[src/rtl/sensor_monitor_multi.sv]
// ============================================================================
// sensor_monitor_multi
//
// Plant sensor monitor: NUM_CH debounced active-low hazard channels with
// sticky alarm flags and acknowledge, a debounced IR object counter that
// saturates at COUNT_MAX, a pattern-driven buzzer and a motor interlock FSM
// with a timed restart.
//
// Optional feature macro: MOTOR_BRAKE_EN
//   defined   : STOP drives in1_o=1, in2_o=1 (dynamic brake)
//   undefined : STOP drives in1_o=0, in2_o=0 (coast)
//
// Ports:
//   clk_i            system clock
//   reset_i          asynchronous active-high reset, clears all state
//   ir_i             object sensor, active-low (0 = object present)
//   haz_n_i          hazard sensors, active-low (0 = hazard)
//   count_clr_i      synchronous clear of the object count
//   alarm_ack_i      acknowledge of latched alarms (level, sampled every clk)
//   count_o          object count
//   alarm_live_o     debounced hazard present, one bit per channel
//   alarm_latched_o  sticky alarm flags
//   buzzer_o         audible alarm
//   in1_o, in2_o     motor driver inputs
//   motor_state_o    FSM state: 0 = WAIT, 1 = RUN, 2 = STOP
// ============================================================================
module sensor_monitor_multi #(
    parameter int                NUM_CH         = 2,
    parameter int                TICK_DIV       = 25000000,
    parameter int                DEBOUNCE_TICKS = 3,
    parameter int                CNT_W          = 14,
    parameter int                COUNT_MAX      = 9999,
    parameter logic [NUM_CH-1:0] INTERLOCK_MASK = NUM_CH'(2'b10),
    parameter int                RESTART_TICKS  = 5
) (
    input  logic              clk_i,
    input  logic              reset_i,
    input  logic              ir_i,
    input  logic [NUM_CH-1:0] haz_n_i,
    input  logic              count_clr_i,
    input  logic              alarm_ack_i,
    output logic [CNT_W-1:0]  count_o,
    output logic [NUM_CH-1:0] alarm_live_o,
    output logic [NUM_CH-1:0] alarm_latched_o,
    output logic              buzzer_o,
    output logic              in1_o,
    output logic              in2_o,
    output logic [1:0]        motor_state_o
);

    localparam int PW = (TICK_DIV > 1) ? $clog2(TICK_DIV) : 1;
    localparam int DW = $clog2(DEBOUNCE_TICKS + 1);
    localparam int RW = $clog2(RESTART_TICKS + 1);
    // Input 0 is the IR sensor, inputs 1..NUM_CH are the hazard channels.
    localparam int NI = NUM_CH + 1;

    typedef enum logic [1:0] {
        ST_WAIT = 2'd0,
        ST_RUN  = 2'd1,
        ST_STOP = 2'd2
    } state_t;

    // ------------------------------------------------------------------
    // Sample tick prescaler
    // ------------------------------------------------------------------
    logic [PW-1:0] presc_q, presc_d;
    logic          tick;

    assign tick    = (presc_q == PW'(TICK_DIV - 1));
    assign presc_d = tick ? '0 : presc_q + 1'b1;

    always_ff @(posedge clk_i or posedge reset_i) begin
        if (reset_i) presc_q <= '0;
        else         presc_q <= presc_d;
    end

    // ------------------------------------------------------------------
    // Synchronisers and debouncers, one per input
    // ------------------------------------------------------------------
    logic [NI-1:0] raw_in;
    logic [NI-1:0] stable_vec;

    assign raw_in = {haz_n_i, ir_i};

    genvar gi;
    generate
        for (gi = 0; gi < NI; gi++) begin : g_in
            logic          sync1_q, sync2_q;
            logic          stable_q, stable_d;
            logic [DW-1:0] run_q, run_d;

            // Since the stable value is binary, every sample that differs
            // from it also agrees with the other differing samples, so a
            // run counter of mismatching samples is all that is needed.
            always_comb begin
                stable_d = stable_q;
                run_d    = run_q;
                if (tick) begin
                    if (sync2_q != stable_q) begin
                        if (run_q == DW'(DEBOUNCE_TICKS - 1)) begin
                            stable_d = sync2_q;
                            run_d    = '0;
                        end else begin
                            run_d = run_q + 1'b1;
                        end
                    end else begin
                        run_d = '0;
                    end
                end
            end

            // All inputs are active-low, so the idle level after reset is 1.
            always_ff @(posedge clk_i or posedge reset_i) begin
                if (reset_i) begin
                    sync1_q  <= 1'b1;
                    sync2_q  <= 1'b1;
                    stable_q <= 1'b1;
                    run_q    <= '0;
                end else begin
                    sync1_q  <= raw_in[gi];
                    sync2_q  <= sync1_q;
                    stable_q <= stable_d;
                    run_q    <= run_d;
                end
            end

            assign stable_vec[gi] = stable_q;
        end
    endgenerate

    logic ir_db;
    assign ir_db        = stable_vec[0];
    assign alarm_live_o = ~stable_vec[NUM_CH:1];

    // ------------------------------------------------------------------
    // Object counter: counts falling edges of the debounced IR input
    // ------------------------------------------------------------------
    logic             ir_prev_q;
    logic             ir_fall;
    logic [CNT_W-1:0] count_q, count_d;

    assign ir_fall = ir_prev_q & ~ir_db;

    always_comb begin
        count_d = count_q;
        if (count_clr_i) begin
            count_d = '0;
        end else if (ir_fall && (count_q != CNT_W'(COUNT_MAX))) begin
            count_d = count_q + 1'b1;
        end
    end

    always_ff @(posedge clk_i or posedge reset_i) begin
        if (reset_i) begin
            ir_prev_q <= 1'b1;
            count_q   <= '0;
        end else begin
            ir_prev_q <= ir_db;
            count_q   <= count_d;
        end
    end

    assign count_o = count_q;

    // ------------------------------------------------------------------
    // Latched alarms: set while live, cleared by ack once no longer live
    // ------------------------------------------------------------------
    logic [NUM_CH-1:0] latched_q, latched_d;

    assign latched_d = alarm_live_o | (latched_q & ~{NUM_CH{alarm_ack_i}});

    always_ff @(posedge clk_i or posedge reset_i) begin
        if (reset_i) latched_q <= '0;
        else         latched_q <= latched_d;
    end

    assign alarm_latched_o = latched_q;

    // ------------------------------------------------------------------
    // Buzzer: steady while any hazard is live, chirps on tick while only
    // latched flags remain. The chirp phase is gated combinationally so
    // the buzzer drops in the same cycle the last latched flag clears.
    // ------------------------------------------------------------------
    logic any_live, any_latched;
    logic chirp_q, chirp_d;

    assign any_live    = |alarm_live_o;
    assign any_latched = |latched_q;

    always_comb begin
        chirp_d = 1'b0;
        if (any_live) begin
            chirp_d = 1'b1;          // continue seamlessly from steady-on
        end else if (any_latched) begin
            chirp_d = tick ? ~chirp_q : chirp_q;
        end
    end

    always_ff @(posedge clk_i or posedge reset_i) begin
        if (reset_i) chirp_q <= 1'b0;
        else         chirp_q <= chirp_d;
    end

    assign buzzer_o = any_live | (any_latched & chirp_q);

    // ------------------------------------------------------------------
    // Motor interlock FSM
    // ------------------------------------------------------------------
    state_t        state_q, state_d;
    logic [RW-1:0] rcnt_q, rcnt_d;
    logic          trip, hold;
    logic          in1_q, in1_d, in2_q, in2_d;

    assign trip = |(alarm_live_o & INTERLOCK_MASK);
    assign hold = |(latched_q & INTERLOCK_MASK);

    always_comb begin
        state_d = state_q;
        rcnt_d  = rcnt_q;
        case (state_q)
            ST_RUN: begin
                if (trip) state_d = ST_STOP;
            end
            ST_STOP: begin
                if (!hold) begin
                    state_d = ST_WAIT;
                    rcnt_d  = '0;
                end
            end
            ST_WAIT: begin
                // A trip outranks a restart expiring in the same cycle.
                if (trip) begin
                    state_d = ST_STOP;
                end else if (tick) begin
                    if (rcnt_q == RW'(RESTART_TICKS - 1)) begin
                        state_d = ST_RUN;
                        rcnt_d  = '0;
                    end else begin
                        rcnt_d = rcnt_q + 1'b1;
                    end
                end
            end
            default: begin
                state_d = ST_WAIT;
                rcnt_d  = '0;
            end
        endcase
    end

    // Driver pins follow the current state, so they lag it by one clk.
    always_comb begin
        in1_d = 1'b0;
        in2_d = 1'b0;
        case (state_q)
            ST_RUN: begin
                in1_d = 1'b1;
            end
            ST_STOP: begin
`ifdef MOTOR_BRAKE_EN
                in1_d = 1'b1;
                in2_d = 1'b1;
`else
                in1_d = 1'b0;
                in2_d = 1'b0;
`endif
            end
            default: begin
                in1_d = 1'b0;
                in2_d = 1'b0;
            end
        endcase
    end

    always_ff @(posedge clk_i or posedge reset_i) begin
        if (reset_i) begin
            state_q <= ST_WAIT;
            rcnt_q  <= '0;
            in1_q   <= 1'b0;
            in2_q   <= 1'b0;
        end else begin
            state_q <= state_d;
            rcnt_q  <= rcnt_d;
            in1_q   <= in1_d;
            in2_q   <= in2_d;
        end
    end

    assign in1_o         = in1_q;
    assign in2_o         = in2_q;
    assign motor_state_o = state_q;

endmodule

[config.mk]
export PLATFORM = sky130hd
export DESIGN_NAME = sensor_monitor_multi
export DESIGN_NICKNAME = d
export VERILOG_FILES = /design/src/rtl/sensor_monitor_multi.sv
export SDC_FILE = /design/constraint.sdc
export NUM_CORES = 1
export LEC_CHECK = 0
export CORE_MARGIN = 2
export CORE_UTILIZATION = 40
export CTS_CLUSTER_SIZE = 25
export DETAILED_ROUTE_END_ITERATION = 6
export PLACE_DENSITY = 0.57
export REMOVE_ABC_BUFFERS = 1
export SYNTH_ARGS = -nofsm -noshare
export SYNTH_HDL_FRONTEND = slang
export SYNTH_SLANG_ARGS = --single-unit
[constraint.sdc]
create_clock -name clk_i -period 3.4 [get_ports clk_i]
set_clock_uncertainty 0.1 [all_clocks]
set_input_delay 0.68 -clock clk_i [delete_from_list [all_inputs] [get_ports clk_i]]
set_output_delay 0.68 -clock clk_i [all_outputs]
set_load 0.01 [all_outputs]
==> flow_metrics.tcl <==
set metrics [dict create \
    status "completed" \
    ant_nets 0 \
    tns_ps 0 \
    syn_inst 280 \
    layout_common_cells "54 x dfrtp_1, 35 x nor2_1, 28 x clkdlybuf4s50_1" \
    dp_hpwl_mm 4.09 \
    critPathCaptureType "register" \
    syn_to_final_growth_pct 20.3 \
    chipHeight_um 90.3 \
    die_area_mm2 0.00815 \
    wirelength_mm 5.75 \
    drc 0 \
    worst_pin_slew_ps 659 \
    ys_warn_count 0 \
    io_pins 30 \
    die_w_um 90.3 \
    cp_max_fo 12 \
    drt_pass1_iterations 4 \
    setup-violations-final 0 \
    cts-htree-levels 3 \
    dp_slack_ps 976 \
    clock-root-buffer "clkbuf_8" \
    synth-seq-area-share_pct 54.2 \
    rows 31 \
    rr_startpoint "presc_q[0]" \
    grt_first_pass_wirelength_mm 9.85 \
    max_freq_mhz 413 \
    max_stage_delay_ps 540 \
    rsz0062_at_grt "false" \
    cp-endpoint "g_in[1].stable_q" \
    power_w 0.00147 \
    post-route-period-util_pct 71.3 \
    globalRouteTotalUtil_pct 15.1 \
    drt_iter0_markers 78 \
    grt_pass1_vias 2125 \
    period_minus_slack_ps 2420 \
    vias 2067 \
    ctsResizeCount 0 \
    synth_cell_types 47 \
    path_class "register to register" \
    grt_max_degree 24 \
    mostFrequentLayoutCell "dfrtp_1" \
    rrSetupSlack_ps 980 \
    slew_headroom_pct 55.7 \
    cts-buffers-inserted 9 \
    clk_pin_slew_worst_paths_ps 70 \
    synth_edf_count 0 \
    worstPathCellList "ha_1 -> nand2_1 -> or2_1 -> or4_4 -> or3_1 -> mux2_1" \
    setup_slack_ps 976 \
    p_leak_nw 1.50 \
    io_buffers 28 \
    worstReg2RegEnd "g_in[1].stable_q" \
    grt_overflow 0 \
    fp.coreArea_mm2 0.00721 \
    power_density_mw_per_mm2 411 \
    syn_avg_cell_area_um2 10.6 \
    cts_hold_buffers 0 \
    fin_nets 328 \
    crit_slowest_cell "or4_4" \
    synth_ff_type "dfrtp_1" \
    r2r_cells 6 \
    ys_async_sr_fraction_pct 100 \
    ys_seq_elements 64 \
    maxCapViolCount 0 \
    min_path_type "register to register" \
    vias_per_cell 4.91 \
    irDropWorstVdd_mv 0.217 \
    clock_sinks 64 \
    arrival_ps 2590 \
    antenna_found_initial 0 \
    cts_setup_buffers 0 \
    n_fill_cell 674 \
    place_congestion 0.777 \
    cts_buffer_depth 2 \
    whs_ps 245 \
    startpoint_type "register" \
    cp.required_ps 3570 \
    hold_viol 0 \
    syn_area_mm2 0.00298 \
    slew_violations 0 \
    clock_latency_ps 340 \
    initial_core_util_pct 41.3 \
    startpoint "presc_q[0]" \
    drive_gt1_share_pct 13.4 \
    wl_per_cell_um 13.7 \
    cts_tree "built" \
    diodes 0 \
]
-- cell usage after synthesis (all sizes together), types with 2 or more instances --
cell type | instances | area [um2]
mux2i | 2 | 20.0
mux2 | 3 | 37.5
nand3 | 20 | 118
or4 | 2 | 18.8
nor2b | 3 | 18.8
nand2 | 21 | 78.8
xnor2 | 14 | 123
dfrtp | 54 | 1350
and3 | 6 | 37.5
o21ai | 12 | 60.1
nor4 | 4 | 31.3
buf | 3 | 30.0
or3 | 6 | 42.5
a21oi | 2 | 10.0
xor2 | 20 | 175
nor2 | 35 | 131
ha | 4 | 50.1
nand4 | 12 | 75.1
o31ai | 4 | 30.0
clkbuf | 3 | 11.3
nor3 | 8 | 40.0
inv | 14 | 52.6
and2 | 3 | 20.0
dfstp | 10 | 263
-- metal layers --
layer  vias up  share of wire, %  GRT usage [%]
met5         -                 0              0
met1       986                47           19.4
met3        10               4.0           4.51
met2        37                47           24.2
li1       1034                 -              -
met4         0               1.8           5.77
-- layout make-up --
class | count | area, um2 | area share [%]
sequential | 64 | 1610 | 45.1
clock buffer | 11 | 151 | 4.23
timing repair buffer | 32 | 310 | 8.66
inverter | 14 | 52.6 | 1.47
tap | 99 | 124 | 3.46
clock inverter | 5 | 55.1 | 1.54
multi-input combinational | 196 | 1270 | 35.6
-- sequential cells by signal (all words and copies together) (netlist names) --
| signal | count |
|---|---|
| g_in.run_q | 6 |
| g_in.stable_q | 3 |
| chirp_q | 1 |
| rcnt_q | 3 |
| alarm_latched_o | 2 |
| in1_o | 1 |
| motor_state_o | 2 |
| g_in.sync1_q | 3 |
| presc_q | 25 |
| g_in.sync2_q | 3 |
| ir_prev_q | 1 |
| count_o | 14 |
-- kinds of logic (layout without fill, tap and decap cells) --
logic type	after synthesis	count (layout)	synth area share (%)
compound gates	25	25	5.84
xor+xnor	34	34	10.0
fa+ha+maj	4	4	1.68
buf+inv	20	62	3.15
flops	64	64	54.2
mux	5	5	1.93
other cells	1	1	0.126
simple gates	127	127	23.0
-- power breakdown --
part	internal [W]	switching, W	total (W)
clock network	0.000376	0.000301	0.000676
registers	0.000768	0.00000173	0.000770
logic	0.00000833	0.0000194	0.0000278
total	0.00115	0.000322	0.00147
-- worst min-delay path by stage --
| stage | start | endpoint | slack [ps] | cells past startpoint |
|---|---|---|---|---|
| 6_report | g_in[0].sync1_q | g_in[0].sync2_q | 250 | 0 |
| 5_1_grt | g_in[0].sync1_q | g_in[0].sync2_q | 250 | 0 |
| 4_1_cts | g_in[0].sync1_q | g_in[0].sync2_q | 250 | 0 |
| 3_5_place_dp | g_in[0].sync1_q | g_in[0].sync2_q | 250 | 0 |
| 3_3_place_gp | g_in[0].sync1_q | g_in[0].sync2_q | 250 | 0 |
| 2_1_floorplan | g_in[0].sync1_q | g_in[0].sync2_q | 250 | 0 |
-- critical path, delay by kind of cell (launching register included) --
family,cells,cell delay [ps]
muxes,1,310
adders and majority gates,1,230
DFF,1,410
and+or+nand+nor,4,1300
-- per-stage QoR --
step	utilization (%)	area, um2	cells
finish	49.7	3580	421
global route	49.7	3580	421
CTS	49.7	3580	421
detailed placement	46.8	3380	405
global placement	46.8	3380	405
floorplan	-	2940	274
No activity file was read; power rests on OpenSTA's default activity.
